**src/rtl/sel_pipe_if.sv**
```systemverilog
// Handshake bundle between an upstream producer, the selector, and its consumer.
// The master side drives beats and consumes results; the slave side is the selector.
interface sel_pipe_if #(
   parameter int DATA_W = 32,
   parameter int NUM_IN = 4,
   parameter int SEL_W  = 2,
   parameter int ERR_W  = 8
) ();
   logic                     in_valid;
   logic                     in_ready;
   logic [SEL_W-1:0]         in_sel;
   logic [NUM_IN*DATA_W-1:0] in_data;
   logic                     flush;
   logic                     out_valid;
   logic                     out_ready;
   logic [DATA_W-1:0]        out_data;
   logic                     out_sel_err;
   logic [ERR_W-1:0]         err_cnt;

   modport master (
      output in_valid, in_sel, in_data, flush, out_ready,
      input  in_ready, out_valid, out_data, out_sel_err, err_cnt
   );

   modport slave (
      input  in_valid, in_sel, in_data, flush, out_ready,
      output in_ready, out_valid, out_data, out_sel_err, err_cnt
   );
endinterface

```
**src/rtl/sel_pipe_mux.sv**
```systemverilog
// Registered N-way operand selector with a two-entry skid buffer on a valid/ready
// stream. Illegal selects replay the last legal word, are flagged per beat and
// counted in a saturating counter.
//
// state    | meaning
// ---------+--------------------------------------------------------------
// ST_EMPTY | no beat held; output and skid stages both empty
// ST_ONE   | output stage holds a beat, skid empty
// ST_FULL  | output and skid both hold beats; upstream is stalled
module sel_pipe_mux #(
   parameter int DATA_W = 32,
   parameter int NUM_IN = 4,
   parameter int SEL_W  = 2,
   parameter int ERR_W  = 8
) (
   input logic     clk,
   input logic     rst_n,
   sel_pipe_if.slave bus
);

   // bit 0 = output stage valid, bit 1 = skid stage valid
   typedef enum logic [1:0] {
      ST_EMPTY = 2'b00,
      ST_ONE   = 2'b01,
      ST_FULL  = 2'b11
   } state_t;

   localparam logic [ERR_W-1:0] ERR_MAX = {ERR_W{1'b1}};

   state_t            state;
   state_t            state_n;
   logic              in_ready_q;
   logic              accept;
   logic              sel_legal;
   logic [DATA_W-1:0] sel_word;
   logic [DATA_W-1:0] beat_data;
   logic              load_out;
   logic              load_skid;
   logic              skid_to_out;
   logic [DATA_W-1:0] out_data_q;
   logic              out_err_q;
   logic [DATA_W-1:0] skid_data_q;
   logic              skid_err_q;
   logic [DATA_W-1:0] last_good_q;
   logic [ERR_W-1:0]  err_cnt_q;

   // Flush wins over any beat offered in the same cycle.
   assign accept = bus.in_valid && in_ready_q && !bus.flush;

   // Decode the select; anything at or beyond NUM_IN is illegal and replays last_good.
   always_comb begin
      sel_word  = '0;
      sel_legal = 1'b0;
      for (int k = 0; k < NUM_IN; k++) begin
         if (bus.in_sel == SEL_W'(k)) begin
            sel_word  = bus.in_data[k*DATA_W +: DATA_W];
            sel_legal = 1'b1;
         end
      end
      beat_data = sel_legal ? sel_word : last_good_q;
   end

   // Next-state and stage-move decisions.
   always_comb begin
      state_n     = state;
      load_out    = 1'b0;
      load_skid   = 1'b0;
      skid_to_out = 1'b0;
      if (bus.flush) begin
         state_n = ST_EMPTY;
      end else begin
         case (state)
            ST_EMPTY: begin
               if (accept) begin
                  load_out = 1'b1;
                  state_n  = ST_ONE;
               end
            end
            ST_ONE: begin
               if (accept && bus.out_ready) begin
                  load_out = 1'b1;
               end else if (accept) begin
                  load_skid = 1'b1;
                  state_n   = ST_FULL;
               end else if (bus.out_ready) begin
                  state_n = ST_EMPTY;
               end
            end
            ST_FULL: begin
               if (bus.out_ready) begin
                  skid_to_out = 1'b1;
                  state_n     = ST_ONE;
               end
            end
            default: state_n = ST_EMPTY;
         endcase
      end
   end

   // State register; in_ready is registered from the next skid occupancy so it
   // never has a combinational path from out_ready.
   always_ff @(posedge clk or negedge rst_n) begin
      if (!rst_n) begin
         state      <= ST_EMPTY;
         in_ready_q <= 1'b1;
      end else begin
         state      <= state_n;
         in_ready_q <= !state_n[1];
      end
   end

   // Output and skid data stages; contents only move on load, so they stay stable while stalled.
   always_ff @(posedge clk or negedge rst_n) begin
      if (!rst_n) begin
         out_data_q  <= '0;
         out_err_q   <= 1'b0;
         skid_data_q <= '0;
         skid_err_q  <= 1'b0;
      end else begin
         if (load_out) begin
            out_data_q <= beat_data;
            out_err_q  <= !sel_legal;
         end else if (skid_to_out) begin
            out_data_q <= skid_data_q;
            out_err_q  <= skid_err_q;
         end
         if (load_skid) begin
            skid_data_q <= beat_data;
            skid_err_q  <= !sel_legal;
         end
      end
   end

   // last_good tracks accepted legal words; err_cnt saturates. Both survive flush.
   always_ff @(posedge clk or negedge rst_n) begin
      if (!rst_n) begin
         last_good_q <= '0;
         err_cnt_q   <= '0;
      end else if (accept) begin
         if (sel_legal) begin
            last_good_q <= sel_word;
         end else if (err_cnt_q != ERR_MAX) begin
            err_cnt_q <= err_cnt_q + 1'b1;
         end
      end
   end

   assign bus.in_ready    = in_ready_q;
   assign bus.out_valid   = state[0];
   assign bus.out_data    = out_data_q;
   assign bus.out_sel_err = out_err_q;
   assign bus.err_cnt     = err_cnt_q;

endmodule

```
**src/flat_wrapper.sv**
```systemverilog
// flat-port wrapper written by rule: the top's interface ports become plain ports
module sel_pipe_mux_flat 
#(
   parameter int DATA_W = 32,
   parameter int NUM_IN = 4,
   parameter int SEL_W  = 2,
   parameter int ERR_W  = 8
)
  (clk, rst_n, bus_in_valid, bus_in_sel, bus_in_data, bus_flush, bus_out_ready, bus_in_ready, bus_out_valid, bus_out_data, bus_out_sel_err, bus_err_cnt);
  sel_pipe_if #(.DATA_W(DATA_W), .NUM_IN(NUM_IN), .SEL_W(SEL_W), .ERR_W(ERR_W)) bus_i ();
  input logic clk;
  input logic rst_n;
  input wire logic [$bits(bus_i.in_valid)-1:0] bus_in_valid;
  input wire logic [$bits(bus_i.in_sel)-1:0] bus_in_sel;
  input wire logic [$bits(bus_i.in_data)-1:0] bus_in_data;
  input wire logic [$bits(bus_i.flush)-1:0] bus_flush;
  input wire logic [$bits(bus_i.out_ready)-1:0] bus_out_ready;
  output wire logic [$bits(bus_i.in_ready)-1:0] bus_in_ready;
  output wire logic [$bits(bus_i.out_valid)-1:0] bus_out_valid;
  output wire logic [$bits(bus_i.out_data)-1:0] bus_out_data;
  output wire logic [$bits(bus_i.out_sel_err)-1:0] bus_out_sel_err;
  output wire logic [$bits(bus_i.err_cnt)-1:0] bus_err_cnt;
  assign bus_i.in_valid = bus_in_valid;
  assign bus_i.in_sel = bus_in_sel;
  assign bus_i.in_data = bus_in_data;
  assign bus_i.flush = bus_flush;
  assign bus_i.out_ready = bus_out_ready;
  assign bus_in_ready = bus_i.in_ready;
  assign bus_out_valid = bus_i.out_valid;
  assign bus_out_data = bus_i.out_data;
  assign bus_out_sel_err = bus_i.out_sel_err;
  assign bus_err_cnt = bus_i.err_cnt;
  sel_pipe_mux #(.DATA_W(DATA_W), .NUM_IN(NUM_IN), .SEL_W(SEL_W), .ERR_W(ERR_W)) u_core (.clk(clk), .rst_n(rst_n), .bus(bus_i));
endmodule
```
**config.mk**
```make
export PLATFORM = sky130hd
export DESIGN_NAME = sel_pipe_mux_flat
export DESIGN_NICKNAME = d
export VERILOG_FILES = /design/src/rtl/sel_pipe_if.sv /design/src/rtl/sel_pipe_mux.sv /design/src/flat_wrapper.sv
export SDC_FILE = /design/constraint.sdc
export NUM_CORES = 1
export LEC_CHECK = 0
export CORE_MARGIN = 2
export CORE_UTILIZATION = 42
export DETAILED_ROUTE_END_ITERATION = 12
export GPL_TIMING_DRIVEN = 0
export HOLD_SLACK_MARGIN = 0.15
export PLACE_DENSITY = 0.82
export REMOVE_ABC_BUFFERS = 1
export SETUP_SLACK_MARGIN = 0.5
export SYNTH_ARGS = -nofsm -noshare
export SYNTH_HDL_FRONTEND = slang
export SYNTH_SLANG_ARGS = --single-unit
```
**constraint.sdc**
```tcl
create_clock -name clk -period 2 [get_ports clk]
set_clock_uncertainty 0.05 [all_clocks]
set_input_delay 0.2 -clock clk [delete_from_list [all_inputs] [get_ports clk]]
set_output_delay 0.2 -clock clk [all_outputs]
set_load 0.01 [all_outputs]
```
==> results_dict.tcl <==
set metrics [dict create \
    syn_inst 313 \
    htreeDepth 3 \
    grt_usage 0.269 \
    cpPeakStageDelay_ns 0.59 \
    fin_setup_tns_ns 0 \
    dieWidth_um 102 \
    timing.final.crit_period_ns 1.76 \
    yosys_register_bits 77 \
    clk_latency_ns 0.33 \
    synth_most_common_cell "dfrtp_1" \
    crit_end "u_core.skid_data_q[27]$_DFFE_PN0P_" \
    fp.coreArea_um2 9240 \
    vias 3722 \
    path_clk_slew_ns 0.08 \
    internal_power_w 0.00348 \
    grt_pass1_wl_um 21000 \
    multi_input_area_um2 2440 \
    endpoint_kind "flop" \
    ys_top_cells_by_count "76 x dfrtp_1, 55 x nand2_1, 32 x mux2_2" \
    p_sw_w 0.00139 \
    syn_area_um2 4010 \
    max_freq_mhz 568 \
    rr_worst_depth 5 \
    rows 35 \
    crit_cells 5 \
    area_growth_pct 75.4 \
    initial_core_util 0.434 \
    pwr-share-clk 0.247 \
    async_flop_share 1.00 \
    r2r_end "u_core.skid_data_q[27]$_DFFE_PN0P_" \
    cp_data_required_time_ns 2.17 \
    grt_antenna_before_repair 0 \
    io_pins 178 \
    rsz0062_at_grt "yes" \
    worstSetupStartpoint "u_core.bus.in_ready$_DFF_PN1_" \
    crit_chain "nand2_2 -> nor4_4 -> buf_6 -> buf_12 -> mux2_4" \
    ys_types 28 \
    hold_ws_ns 0.327 \
    r2r_start "u_core.bus.in_ready$_DFF_PN1_" \
    seqPwrFrac 0.433 \
    final_hold_viol_count 0 \
    powerDensity_nw_per_um2 694 \
    cp_top_family "flip-flops" \
    synth_edf_count 0 \
    cp_max_fo 8 \
    critPathBufInv 2 \
    overflow 0 \
    worstSetupPathType "flop to flop" \
    power_frac_comb 0.319 \
    drcViolationCount 0 \
    clock-root-buffer "clkbuf_8" \
    drv_slew 0 \
    final_area_um2 7030 \
    drive_gt1_frac 0.313 \
    register_area_um2 1930 \
    ant_nets 0 \
    crit_arrival_ns 1.93 \
    nFillCells 581 \
    cts_made_buffers 9 \
    worst_pin_slew_ns 0.780 \
    swShare 0.286 \
    synthTopCellsByArea "dfrtp_1 47%, mux4_2 13%, mux2_2 9.0%" \
    yosysWarnings 0 \
    grt_pass1_vias 4073 \
    drt_iter0_drc 162 \
    final_nets 648 \
    hpwlAfterDp_um 7840 \
    max_slew_margin 0.480 \
    synth_top_cell_by_area "dfrtp_1" \
    ff2ff_setup_slack_ns 0.24 \
    gp_congestion 0.724 \
    ys.flop_type "dfrtp_1" \
    p_leak_nw 3.03 \
    wl_per_cell_um 22.5 \
    maxCapViolCount 0 \
    die_y_um 102 \
    place_area_um2 5820 \
    clock_sinks 77 \
    drt_wl_total_um 14500 \
    grt_max_degree 40 \
    finalSetupViolCount 0 \
    tritoncts "done" \
    avgSynthCellArea_um2 12.8 \
    dieArea_um2 10300 \
    fin_crit_sh 0.880 \
    status "finished clean" \
    critPathSlowestCell "dfstp_2" \
    hp-class "input port to async pin" \
    port-buffer-count 177 \
    ys_seq_area_frac 0.481 \
    yosys.area.top_type_share 0.475 \
    via_per_inst 5.75 \
    antennaDiodeCount 0 \
    clk_path_buf_depth 2 \
    utilization 0.761 \
    ir_drop_v 0.000336 \
    drt-pass1-iter-count 5 \
    worst_setup_path_start_kind "flop" \
]
worst min path at each step:
stage	from	to	slack [ns]	cells after the start
global placement	u_core.bus.err_cnt[7]$_DFFE_PN0P_	u_core.bus.err_cnt[7]$_DFFE_PN0P_	0.32	0
CTS	u_core.bus.err_cnt[2]$_DFFE_PN0P_	u_core.bus.err_cnt[2]$_DFFE_PN0P_	0.33	0
detailed placement	rst_n	u_core.bus.out_data[10]$_DFFE_PN0P_	0.16	1
floorplan	rst_n	u_core.bus.err_cnt[0]$_DFFE_PN0P_	-0.15	0
global route	u_core.bus.err_cnt[5]$_DFFE_PN0P_	u_core.bus.err_cnt[5]$_DFFE_PN0P_	0.34	0
finish	rst_n	u_core.bus.out_data[10]$_DFFE_PN0P_	0.33	2
power groups by stage:
stage / clock network, W / logic (W) / registers (W)
after global routing: 0.00129 / 0.00164 / 0.00214
after CTS: 0.00121 / 0.00141 / 0.00209
after floorplan: 0 / 0.000486 / 0.00213
after global placement: 0 / 0.00121 / 0.00209
final: 0.00121 / 0.00156 / 0.00211
after detailed placement: 0 / 0.00126 / 0.00211
sequential cells by signal, summed over array words and instances, names as in the netlist:
register and cells:
u_core.bus.out_data 32, u_core.skid_data_q 32, u_core.state 2, u_core.bus.err_cnt 8
u_core.skid_err_q 1, u_core.bus.out_sel_err 1, u_core.bus.in_ready 1
per-layer routing:
metal	GRT usage	vias to the layer above	share of wire
met3	0.0538	18	0.066
met5	0	-	0
met4	0.120	0	0.014
met1	0.338	1914	0.39
met2	0.451	180	0.53
li1	-	1610	-
layout make-up:
cell class,count,share of cell area
Clock buffer,11,0.0201
Clock inverter,5,0.00836
Inverter,1,0.000534
Multi-Input combinational cell,204,0.347
Sequential cell,77,0.275
Tap cell,129,0.0230
Timing Repair Buffer,220,0.326
stage by stage:
stage                     power (W)  worst slack (ns)  cells
after floorplan             0.00262            -0.533    276
after global placement      0.00329             -1.90    582
after detailed placement    0.00337             -1.58    587
after CTS                   0.00471             0.257    638
after global routing        0.00507             0.181    647
final                       0.00488             0.240    647
cell usage in the layout (no fill, tap or decap), types with 9 or more instances in the layout:
cell type        instances
nand2_1                 54
a31oi_1                 17
clkdlybuf4s50_1        128
buf_6                   14
dlygate4sd2_1           28
clkbuf_8                10
nor4_4                  12
dfrtp_1                 74
mux4_2                  23
dlymetal6s2s_1          17
buf_4                   20
mux4_1                   9
mux2_4                  31
timing repair:
action	4_1_cts	5_1_grt
endpoints found under the hold margin	37	0
cloned	7	1
hold buffers	1	0
buffers inserted	27	8
pin swaps	11	7
resized for setup	99	64
setup endpoints to repair	96	86
kinds of logic (layout without fill, tap and decap cells):
group           count (synthesis)  in the layout  share of synthesized area
mux                            64             64                      0.278
simple gates                   98            104                      0.128
buf+inv                        38            237                     0.0506
flops                          77             77                      0.481
compound gates                 36             36                     0.0618
(Power assumes the default switching activity.)
